### src/rtl/sysbus_pkg.sv
// Shared system-bus definitions for the memory bus arbiter slice.
//   arb_state_t    : arbiter FSM states (IDLE, REQ, RDRESP, WRDATA)
//   owner_t        : which cache currently owns the DRAM-side bus
//   BEATS_PER_LINE : data beats per 512-bit cache line on a 64-bit bus
//   TAG_WR_BIT     : value of the tag MSB that marks a write transaction
`ifndef SYSBUS_WRITE
`define SYSBUS_WRITE 1'b1
`endif

package sysbus_pkg;

    typedef enum logic [1:0] {
        IDLE   = 2'd0,
        REQ    = 2'd1,
        RDRESP = 2'd2,
        WRDATA = 2'd3
    } arb_state_t;

    typedef enum logic {
        OWN_I = 1'b0,
        OWN_D = 1'b1
    } owner_t;

    localparam int   BEATS_PER_LINE = 8;
    localparam logic TAG_WR_BIT     = `SYSBUS_WRITE;

endpackage

### src/rtl/arb_rr2_pick.sv
// Two-way grant picker for the memory bus arbiter.
//   i_req[0]     : I-cache requesting
//   i_req[1]     : D-cache requesting
//   i_last_grant : owner of the most recently completed transaction
//   o_grant      : selected owner (only meaningful when i_req != 0)
// MEM_ARB_DCACHE_PRIO_EN defined   : D-cache wins every tie, i_last_grant ignored.
// MEM_ARB_DCACHE_PRIO_EN undefined : a tie goes to the cache that was not served last.
module arb_rr2_pick
    import sysbus_pkg::*;
(
    input  logic [1:0] i_req,
    input  owner_t     i_last_grant,
    output owner_t     o_grant
);

`ifdef MEM_ARB_DCACHE_PRIO_EN
    always_comb begin
        o_grant = i_req[1] ? OWN_D : OWN_I;
    end
`else
    always_comb begin
        if (i_req == 2'b11) begin
            o_grant = (i_last_grant == OWN_D) ? OWN_I : OWN_D;
        end else if (i_req[0]) begin
            o_grant = OWN_I;
        end else begin
            o_grant = OWN_D;
        end
    end
`endif

endmodule

### src/rtl/mem_bus_arbiter.sv
// Shares the single DRAM-side system bus between the I-cache (i_*) and the
// D-cache (d_*). One whole transaction is granted at a time:
//   read  = 1 request beat + BEATS response beats
//   write = 1 request beat + BEATS write-data beats
// The grant stays locked until the last beat; IDLE is visited between
// transactions, giving one cycle of arbitration latency.
// Ports:
//   clk, reset            : clock, synchronous active-high reset
//   {i,d}_reqcyc/req/tag  : cache request or write-data beat in
//   {i,d}_reqack          : ack of request/data beat to that cache
//   {i,d}_respcyc/resp/tag: response beat out to that cache
//   {i,d}_respack         : cache accepts response beat
//   m_reqcyc/req/reqtag   : request/data beat to memory, m_reqack back
//   m_respcyc/resp/resptag: response beat from memory, m_respack back
// Build option: MEM_ARB_DCACHE_PRIO_EN selects fixed D-cache priority
// instead of round-robin (see arb_rr2_pick).
module mem_bus_arbiter
    import sysbus_pkg::*;
#(
    parameter int BUS_DATA_WIDTH = 64,
    parameter int BUS_TAG_WIDTH  = 13,
    parameter int BEATS          = BEATS_PER_LINE
) (
    input  logic                      clk,
    input  logic                      reset,
    input  logic                      i_reqcyc,
    output logic                      i_reqack,
    input  logic [BUS_DATA_WIDTH-1:0] i_req,
    input  logic [BUS_TAG_WIDTH-1:0]  i_reqtag,
    output logic                      i_respcyc,
    input  logic                      i_respack,
    output logic [BUS_DATA_WIDTH-1:0] i_resp,
    output logic [BUS_TAG_WIDTH-1:0]  i_resptag,
    input  logic                      d_reqcyc,
    output logic                      d_reqack,
    input  logic [BUS_DATA_WIDTH-1:0] d_req,
    input  logic [BUS_TAG_WIDTH-1:0]  d_reqtag,
    output logic                      d_respcyc,
    input  logic                      d_respack,
    output logic [BUS_DATA_WIDTH-1:0] d_resp,
    output logic [BUS_TAG_WIDTH-1:0]  d_resptag,
    output logic                      m_reqcyc,
    input  logic                      m_reqack,
    output logic [BUS_DATA_WIDTH-1:0] m_req,
    output logic [BUS_TAG_WIDTH-1:0]  m_reqtag,
    input  logic                      m_respcyc,
    input  logic [BUS_DATA_WIDTH-1:0] m_resp,
    input  logic [BUS_TAG_WIDTH-1:0]  m_resptag,
    output logic                      m_respack
);

    localparam int                CNT_W     = $clog2(BEATS) + 1;
    localparam logic [CNT_W-1:0]  LAST_BEAT = CNT_W'(BEATS - 1);

    arb_state_t                r_state;
    owner_t                    r_owner;
    owner_t                    r_last_grant;
    logic                      r_is_wr;
    logic [CNT_W-1:0]          r_beat_cnt;
    logic [BUS_TAG_WIDTH-1:0]  r_tag;

    owner_t                    w_grant;
    logic [1:0]                w_req_vec;
    logic                      w_own_reqcyc;
    logic                      w_own_respack;
    logic [BUS_DATA_WIDTH-1:0] w_own_req;
    logic [BUS_TAG_WIDTH-1:0]  w_own_reqtag;
    logic [BUS_TAG_WIDTH-1:0]  w_pick_tag;
    logic                      w_wr_beat;
    logic                      w_rd_beat;
    logic                      w_last_beat;

    assign w_req_vec     = {d_reqcyc, i_reqcyc};
    assign w_own_reqcyc  = (r_owner == OWN_D) ? d_reqcyc  : i_reqcyc;
    assign w_own_respack = (r_owner == OWN_D) ? d_respack : i_respack;
    assign w_own_req     = (r_owner == OWN_D) ? d_req     : i_req;
    assign w_own_reqtag  = (r_owner == OWN_D) ? d_reqtag  : i_reqtag;
    assign w_pick_tag    = (w_grant == OWN_D) ? d_reqtag  : i_reqtag;

    // A beat only counts on a real handshake; memory stalls simply hold the count.
    assign w_wr_beat   = (r_state == WRDATA) && w_own_reqcyc && m_reqack;
    assign w_rd_beat   = (r_state == RDRESP) && m_respcyc && w_own_respack;
    assign w_last_beat = (w_wr_beat || w_rd_beat) && (r_beat_cnt == LAST_BEAT);

    arb_rr2_pick u_pick (
        .i_req        (w_req_vec),
        .i_last_grant (r_last_grant),
        .o_grant      (w_grant)
    );

    always_ff @(posedge clk) begin
        if (reset) begin
            r_state      <= IDLE;
            r_owner      <= OWN_I;
            r_last_grant <= OWN_D;
            r_is_wr      <= 1'b0;
            r_beat_cnt   <= '0;
            r_tag        <= '0;
        end else begin
            case (r_state)
                IDLE: begin
                    if (|w_req_vec) begin
                        r_owner <= w_grant;
                        r_tag   <= w_pick_tag;
                        r_is_wr <= (w_pick_tag[BUS_TAG_WIDTH-1] == TAG_WR_BIT);
                        r_state <= REQ;
                    end
                end
                REQ: begin
                    // Owner withdrawing before the ack abandons the transaction
                    // without counting as a service, so last_grant is untouched.
                    if (!w_own_reqcyc) begin
                        r_state <= IDLE;
                    end else if (m_reqack) begin
                        r_state    <= r_is_wr ? WRDATA : RDRESP;
                        r_beat_cnt <= '0;
                    end
                end
                RDRESP, WRDATA: begin
                    if (w_last_beat) begin
                        r_state      <= IDLE;
                        r_last_grant <= r_owner;
                    end else if (w_wr_beat || w_rd_beat) begin
                        r_beat_cnt <= r_beat_cnt + CNT_W'(1);
                    end
                end
                default: r_state <= IDLE;
            endcase
        end
    end

    always_comb begin
        i_reqack  = 1'b0;
        i_respcyc = 1'b0;
        i_resp    = '0;
        i_resptag = '0;
        d_reqack  = 1'b0;
        d_respcyc = 1'b0;
        d_resp    = '0;
        d_resptag = '0;
        m_reqcyc  = 1'b0;
        m_req     = '0;
        m_reqtag  = '0;
        m_respack = 1'b0;
        case (r_state)
            REQ, WRDATA: begin
                m_reqcyc = w_own_reqcyc;
                m_req    = w_own_req;
                // Data beats carry the tag captured at arbitration time.
                m_reqtag = (r_state == REQ) ? w_own_reqtag : r_tag;
                if (r_owner == OWN_D) begin
                    d_reqack = m_reqack;
                end else begin
                    i_reqack = m_reqack;
                end
            end
            RDRESP: begin
                m_respack = w_own_respack;
                if (r_owner == OWN_D) begin
                    d_respcyc = m_respcyc;
                    d_resp    = m_resp;
                    d_resptag = m_resptag;
                end else begin
                    i_respcyc = m_respcyc;
                    i_resp    = m_resp;
                    i_resptag = m_resptag;
                end
            end
            default: ;
        endcase
    end

endmodule

### config.mk
export PLATFORM = sky130hd
export DESIGN_NAME = mem_bus_arbiter
export DESIGN_NICKNAME = d
export VERILOG_FILES = /design/src/rtl/sysbus_pkg.sv /design/src/rtl/arb_rr2_pick.sv /design/src/rtl/mem_bus_arbiter.sv
export SDC_FILE = /design/constraint.sdc
export NUM_CORES = 1
export LEC_CHECK = 0
export ABC_AREA = 1
export BUFFER_PORTS_ARGS = -buffer_cell sky130_fd_sc_hd__clkbuf_2
export CAP_MARGIN = 0
export CORE_AREA = 4 4 184 186
export CTS_CLUSTER_SIZE = 25
export DETAILED_ROUTE_END_ITERATION = 6
export DIE_AREA = 0 0 188 190
export SYNTH_ARGS = -nofsm -noshare
export SYNTH_HDL_FRONTEND = slang
export SYNTH_SLANG_ARGS = --single-unit
### constraint.sdc
create_clock -name clk -period 4.42 [get_ports clk]
set_clock_uncertainty 0.1 [all_clocks]
set_input_delay 1.326 -clock clk [delete_from_list [all_inputs] [get_ports clk]]
set_output_delay 1.326 -clock clk [all_outputs]
set_load 0.05 [all_outputs]
==> metrics.csv, run 1 <==
stage;metric;value;unit
logic_synthesis;Syn Nets;938;
placed_design;Placed Instances;1574;
global_route;Tot GR Track Use;0.121;
placed_design;GP Congestion;0.839;
worst_setup_path;slowest CP cell;buf_4;
logic_synthesis;Synth Area per Inst;4.74;um2
timing;fmax;0.275;GHz
global_route;first-pass GRT wire length;34100;um
logic_synthesis;register area share after synthesis;0.127;
clocking;hold buffers post-CTS;0;
clocking;H-tree Lvls;1;
logic_synthesis;#FFs+latches synth;21;
power;peak supply drop;223;uV
logic_synthesis;post-synthesis cell count;698;
final_layout;# nets final;1377;
die;Rows;66;
worst_setup_path;CP endpoint kind;output port;
clocking;CTS tree;built;
timing;Final setup viols;0;
die;starting density of the core;0.102;
timing;final hold vios;0;
power;Design Power;0.00378;W
clocking;clock buffer count from CTS;3;
worst_setup_path;Setup CP Type;reg2out;
worst_setup_path;startpoint type of the worst setup path;flop;
worst_setup_path;delay of the slowest critical-path stage;0.50;ns
hold_path;worst hold path class;reg2reg;
timing;RSZ-0062 raised after global routing;no;
worst_setup_path;critical-path cell list;inv_2 -> buf_4 -> nand2_1 -> a21oi_1 -> clkbuf_2;
die;Core Area;0.0323;mm2
die;die height;190;um
timing;max-slew violations;0;
final_layout;most frequent cells in the layout;clkbuf_2, nor2_1, nand2_1;
clocking;setup bufs post-CTS;0;
timing;final period utilization;0.822;
worst_setup_path;crit path max fanout;50;
placed_design;I/O Buffers;475;
drt;via count;5961;
worst_setup_path;Worst R2R Setup Slack;1.94;ns
worst_setup_path;WP data required;2.99;ns
timing;Slew Limit Headroom;0.433;
power;Static Leakage;4.10;nW
clocking;post-CTS sizing;0;
logic_synthesis;synthesized cell area;0.00331;mm2
global_route;largest net degree at the start of global routing;79;
clocking;CTS sink cnt;21;
final_layout;Layout Area Growth over Synthesis;102;%
final_layout;most common cell after layout, fill and taps aside;clkbuf_2;
worst_setup_path;WP buf/inv;3;
timing;final setup TNS;0;ns
timing;fin crit period;3.63;ns
clocking;Longest Clk Path Bufs;2;
drt;Avg WL per Cell;15.1;um
drt;drt initial violations;321;
timing;actual slew at the worst max-slew pin;0.850;ns
placed_design;Final HPWL DP;20700;um
die;num ports;476;
final_layout;share of layout cells above drive strength 1;0.448;
drt;drt first pass iters;6;
global_route;GRT Residual Overflow;0;
clocking;CTS clk-pin slew, worst paths;0.07;ns
logic_synthesis;Netlist cell types;26;
die;Horiz. Die Dim;188;um
logic_synthesis;YS warnings;0;
worst_setup_path;Crit path max-delay family;buffers and inverters;
run;max cap viols;0;
clocking;root buf cell;clkbuf_16;
worst_setup_path;critical path data arrival time;2.21;ns
status;outcome;finished clean;
drt;drt via density;3.78;
drt;post-route ant nets;0;
global_route;vias in the first global route;5615;
drt;Remaining DRCs;0;
die;die area;0.0357;mm2
final_layout;Finished Layout Cells;1579;
drt;routed wire length;23900;um
clocking;Skew-Pair Late Insertion Delay;0.26;ns
final_layout;Util after Layout;0.207;
global_route;initial antenna violation count;1;
power;Power Dens Cells;564;mW/mm2
-- cells by family after synthesis --
| group | count (synthesis) | share of synthesized area |
|---|---|---|
| AND/OR/NAND/NOR | 409 | 0.492 |
| buffers and inverters | 153 | 0.189 |
| AO/OA/AOI/OAI | 114 | 0.188 |
| flip-flops | 21 | 0.127 |
| adder cells (fa/ha/maj) | 1 | 0.00378 |
-- state kept, by name, indices dropped and copies added (netlist names) --
register,flops
r_state,2
r_last_grant,1
r_beat_cnt,4
r_is_wr,1
r_owner,1
r_tag,12
-- layout make-up --
| cell class | count | area (um2) |
|---|---|---|
| antenna | 1 | 2.50 |
| clock buffer | 3 | 75.1 |
| clock inverter | 1 | 5.00 |
| fill | 3744 | 25600 |
| inverter | 103 | 389 |
| multi-input combinational | 524 | 2280 |
| sequential | 21 | 422 |
| tap | 442 | 553 |
| timing repair buffer | 484 | 2970 |
-- cell usage after synthesis --
| cell | count | area (um2) |
|---|---|---|
| a21boi_2 | 1 | 11.3 |
| a21oi_1 | 68 | 340 |
| a31o_2 | 1 | 8.76 |
| buf_1 | 3 | 11.3 |
| buf_2 | 21 | 105 |
| buf_4 | 6 | 45.0 |
| clkbuf_1 | 20 | 75.1 |
| dfxtp_1 | 21 | 420 |
| ha_1 | 1 | 12.5 |
| inv_1 | 100 | 375 |
| inv_2 | 2 | 7.51 |
| inv_4 | 1 | 6.26 |
| nand2_1 | 179 | 672 |
| nand2_2 | 7 | 43.8 |
| nand3_1 | 29 | 145 |
| nand3_2 | 1 | 10.0 |
| nand4_1 | 2 | 12.5 |
| nor2_1 | 184 | 691 |
| nor2_2 | 1 | 6.26 |
| nor2_4 | 3 | 33.8 |
| nor3_1 | 3 | 15.0 |
| o211ai_1 | 14 | 105 |
| o21ai_0 | 24 | 120 |
| o21ai_1 | 4 | 20.0 |
| o21ai_2 | 1 | 8.76 |
| o22ai_1 | 1 | 6.26 |
-- path summary, 6_finish.rpt --
check / from / to / cells after the start
hold reg to reg: r_is_wr / r_is_wr / 2
hold / removal: r_is_wr / r_is_wr / 2
setup / recovery: r_owner / m_req[7] / 5
setup reg to reg: r_state[0] / r_tag[10] / 8
-- report_power, final --
part	switching (W)	internal, W	total (W)
clock network	0.0000795	0.000122	0.000201
registers	0.0000367	0.000254	0.000290
logic	0.00252	0.000767	0.00329
-- routing by layer --
layer | track usage | routed length (um)
met1 | 0.168 | 10500
met2 | 0.207 | 11500
met3 | 0.0160 | 1670
met4 | 0.0152 | 308
met5 | 0 | 0
-- metrics by stage --
step / setup WS, ns / hold WS [ns] / instance area [um2]
6_report: 0.788 / 0.400 / 6690
5_1_grt: 0.610 / 0.419 / 6690
3_3_place_gp: 0.846 / 0.379 / 6610
4_1_cts: 0.736 / 0.401 / 6690
2_1_floorplan: 0.522 / 0.363 / 3310
3_5_place_dp: 0.844 / 0.385 / 6610
-- tightest hold or removal path: stages (launching register included) --
cell and delay, ns:
dfxtp_1 0.33, o211ai_1 0.09, inv_1 0.05
(Power assumes the default switching activity.)
==> run 2: changes to the inputs <==
--- a/config.mk
+++ b/config.mk
@@ -5,13 +5,13 @@
 export SDC_FILE = /design/constraint.sdc
 export NUM_CORES = 1
 export LEC_CHECK = 0
-export ABC_AREA = 1
+export ABC_AREA = 0
 export BUFFER_PORTS_ARGS = -buffer_cell sky130_fd_sc_hd__clkbuf_2
 export CAP_MARGIN = 0
-export CORE_AREA = 4 4 184 186
+export CORE_AREA = 4 4 185 187
 export CTS_CLUSTER_SIZE = 25
 export DETAILED_ROUTE_END_ITERATION = 6
-export DIE_AREA = 0 0 188 190
+export DIE_AREA = 0 0 189 191
 export SYNTH_ARGS = -nofsm -noshare
 export SYNTH_HDL_FRONTEND = slang
 export SYNTH_SLANG_ARGS = --single-unit
==> constraint.sdc (replaced) <==
create_clock -name clk -period 3.3 [get_ports clk]
set_clock_uncertainty 0.1 [all_clocks]
set_input_delay 0.99 -clock clk [delete_from_list [all_inputs] [get_ports clk]]
set_output_delay 0.99 -clock clk [all_outputs]
set_load 0.05 [all_outputs]
==> metrics.csv, run 2 <==
stage;metric;value;unit;change
final_layout;most frequent cells in the layout;clkbuf_2, and2_1, mux2i_1;;
final_layout;Finished Layout Cells;1375;;-13%
power;Net Sw Frac;0.526;;-0.172
status;outcome;finished clean;;
worst_setup_path;crit path max fanout;31;;-38%
clocking;CTS tree;built;;
global_route;vias in the first global route;4802;;-14%
die;Rows;66;;unchanged
drt;routed wire length;19700;um;-18%
worst_setup_path;slowest CP cell;dfxtp_4;;
hold_path;worst hold path class;reg2reg;;
worst_setup_path;RR Startpoint;r_owner;;
hold_path;Worst Hold Launch;r_tag[8];;
logic_synthesis;synthesized cell area;0.00361;mm2;+9.2%
final_layout;# nets final;1173;;-15%
drt;Avg WL per Cell;14.3;um;-5.5%
timing;final setup TNS;0;ns;unchanged
die;die height;191;um;+0.53%
drt;drt initial violations;187;;-42%
logic_synthesis;register area share after synthesis;0.116;;-0.0107
final_layout;Layout Area Growth over Synthesis;82.7;%;
die;num ports;476;;unchanged
final_layout;most common cell after layout, fill and taps aside;clkbuf_2;;
global_route;GRT Residual Overflow;0;;unchanged
power;Static Leakage;3.67;nW;-11%
worst_setup_path;WP data required;2.21;ns;-0.78 ns
clocking;hold buffers post-CTS;0;;unchanged
drt;met2 wire length;9960;um;-13%
global_route;first-pass GRT wire length;27700;um;-19%
placed_design;Final HPWL DP;17100;um;-17%
placed_design;I/O Buffers;475;;unchanged
die;starting density of the core;0.111;;+0.00881
clocking;root buf cell;clkbuf_16;;
logic_synthesis;top cell type's share of synthesized area;0.275;;+0.0667
clocking;Longest Clk Path Bufs;2;;unchanged
logic_synthesis;#FFs+latches synth;21;;unchanged
logic_synthesis;Async S/R FF share, synth;0;;unchanged
drt;drt via density;3.68;;-2.6%
logic_synthesis;Syn Nets;722;;-23%
power;sequential share of power;0.181;;+0.104
run;max cap viols;0;;unchanged
worst_setup_path;WP buf/inv;2;;-1
placed_design;GP Congestion;0.739;;-12%
logic_synthesis;Synth Area per Inst;7.49;um2;+58%
final_layout;share of layout cells above drive strength 1;0.541;;+0.0927
drt;post-route ant nets;0;;unchanged
worst_setup_path;critical path data arrival time;2.00;ns;-0.21 ns
timing;RSZ-0062 raised after global routing;no;;
final_layout;FF/Latch Area;425;um2;+0.89%
power;Power Dens Cells;267;mW/mm2;-53%
die;die area;0.0361;mm2;+1.1%
power;combinational share of power;0.671;;-0.199
global_route;Tot GR Track Use;0.0946;;-0.0266
placed_design;Placed Instances;1370;;-13%
timing;Final setup viols;0;;unchanged
logic_synthesis;Post-synth top cells;and2_1, mux2i_1, nor2b_1, clkbuf_1, dfxtp_1;;
final_layout;footprint of the multi-input gates;0.00298;mm2;+31%
logic_synthesis;Post-synth EDFFs;0;;unchanged
global_route;initial antenna violation count;2;;+1
power;Clk pwr share;0.148;;+0.095
clocking;clock buffer count from CTS;3;;unchanged
timing;final hold vios;0;;unchanged
worst_setup_path;startpoint type of the worst setup path;flop;;
power;Int Pwr;0.000836;W;-27%
logic_synthesis;Top FF cell, synth;dfxtp_1;;
clocking;CTS sink cnt;21;;unchanged
logic_synthesis;top post-synthesis cells by area;and2_1, mux2i_1, dfxtp_1, nor2b_1, o211a_1;;
worst_setup_path;Setup CP Type;reg2out;;
timing;actual slew at the worst max-slew pin;0.533;ns;-0.317 ns
logic_synthesis;post-synthesis cell count;482;;-31%
timing;fmax;0.324;GHz;
drt;wl on met1;7970;um;-24%
clocking;CTS clk-pin slew, worst paths;0.06;ns;about the same
logic_synthesis;most common cell in the netlist;and2_1;;
final_layout;biggest regs;r_tag (12), r_beat_cnt (4), r_state (2);;
timing;max-slew violations;0;;unchanged
final_layout;Fillers;3658;;-2.3%
power;net switching power;0.000926;W;-65%
worst_setup_path;CP endpoint kind;output port;;
timing;fin crit period;3.09;ns;
logic_synthesis;largest area contributor in the netlist;and2_1;;
worst_setup_path;Critical Path Start;r_owner;;
global_route;largest net degree at the start of global routing;79;;unchanged
power;peak supply drop;158;uV;-29%
clocking;Skew-Pair Late Insertion Delay;0.25;ns;about the same
worst_setup_path;delay of the slowest critical-path stage;0.67;ns;+0.17 ns
worst_setup_path;critical-path cell list;buf_12 -> mux2i_1 -> nor2b_1 -> clkbuf_2;;
final_layout;Largest register FFs;12;;unchanged
drt;top routing layer used;met4;;
logic_synthesis;Netlist cell types;39;;+50%
timing;Slew Limit Headroom;0.645;;+0.212
logic_synthesis;YS warnings;0;;unchanged
drt;WL met3;1490;um;-11%
die;Core Area;0.0325;mm2;+0.51%
die;Horiz. Die Dim;189;um;+0.53%
clocking;H-tree Lvls;1;;unchanged
clocking;setup bufs post-CTS;0;;unchanged
timing;final period utilization;0.935;;
drt;Remaining DRCs;0;;unchanged
final_layout;Biggest register;r_tag;;
drt;drt first pass iters;4;;-2
worst_setup_path;Crit path max-delay family;flip-flops;;
drt;via count;5054;;-15%
clocking;post-CTS sizing;0;;unchanged
-- run 2: cell count changes in the layout (fill, tap and decap cells not counted), sizes merged, moves of 13 or more --
cell,before,now
nand2,186,17
nor2,188,19
and2,0,159
inv,103,4
mux2i,0,91
nor2b,0,66
a21oi,68,4
clkbuf,444,478
buf,43,14
nand3,30,4
o21ai,29,3
a211oi,0,13
o211a,0,13
o211ai,14,1
-- run 2: logic make-up (layout without fill, tap and decap cells) --
logic type      Yosys count  after routing  synth area share
buf+inv                  47            497            0.0617
fa+ha+maj                 1              1           0.00346
simple gates            276            276             0.461
other cells               0              1                 0
mux                      93             93             0.261
flops                    21             21             0.116
compound gates           44             44            0.0974
-- run 2: final timing paths --
kind,slack [ns],end,cells after the start
setup / recovery,0.21,m_req[28],4
hold / removal,0.40,r_tag[8],2
setup reg to reg,1.15,r_beat_cnt[2],5
hold reg to reg,0.40,r_tag[8],2
-- run 2: per-stage QoR --
step | util | hold slack (ns) | total power, W | worst slack [ns] | instance area, um2
2_1_floorplan | - | 0.378 | 0.00114 | 0.352 | 3610
3_3_place_gp | 0.201 | 0.386 | 0.00150 | 0.359 | 6520
3_5_place_dp | 0.201 | 0.397 | 0.00151 | 0.381 | 6520
4_1_cts | 0.203 | 0.403 | 0.00178 | 0.199 | 6600
5_1_grt | 0.203 | 0.422 | 0.00186 | 0.121 | 6600
6_report | 0.203 | 0.398 | 0.00176 | 0.214 | 6600
-- run 2: area by class of cell --
class | instances | share of cell area
flip-flops and latches | 21 | 0.0645
diodes | 1 | 0.000379
repair buffers | 489 | 0.386
multi-input cells | 414 | 0.451
inverters | 4 | 0.00228
clock inverters | 1 | 0.000758
well taps | 442 | 0.0838
clock buffers | 3 | 0.0114
-- run 2: power groups by stage --
stage,Combinational [W],Sequential (W),Clock [W]
detailed placement,0.00119,0.000324,0
global route,0.00126,0.000324,0.000278
global placement,0.00117,0.000325,0
CTS,0.00119,0.000320,0.000271
finish,0.00118,0.000319,0.000261
floorplan,0.000841,0.000295,0
-- run 2: metal layers --
| layer | track usage | vias to the layer above |
|---|---|---|
| met3 | 0.0172 | 14 |
| met1 | 0.119 | 2286 |
| li1 | - | 2509 |
| met2 | 0.172 | 245 |
| met4 | 0.0137 | 0 |
| met5 | 0 | - |
-- run 2: worst reg2reg max path: stages, from the launching register on --
cell	delay [ns]
dfxtp_4	0.67
buf_4	0.27
mux2_4	0.34
a22o_1	0.28
and4_4	0.22
nor4_2	0.19
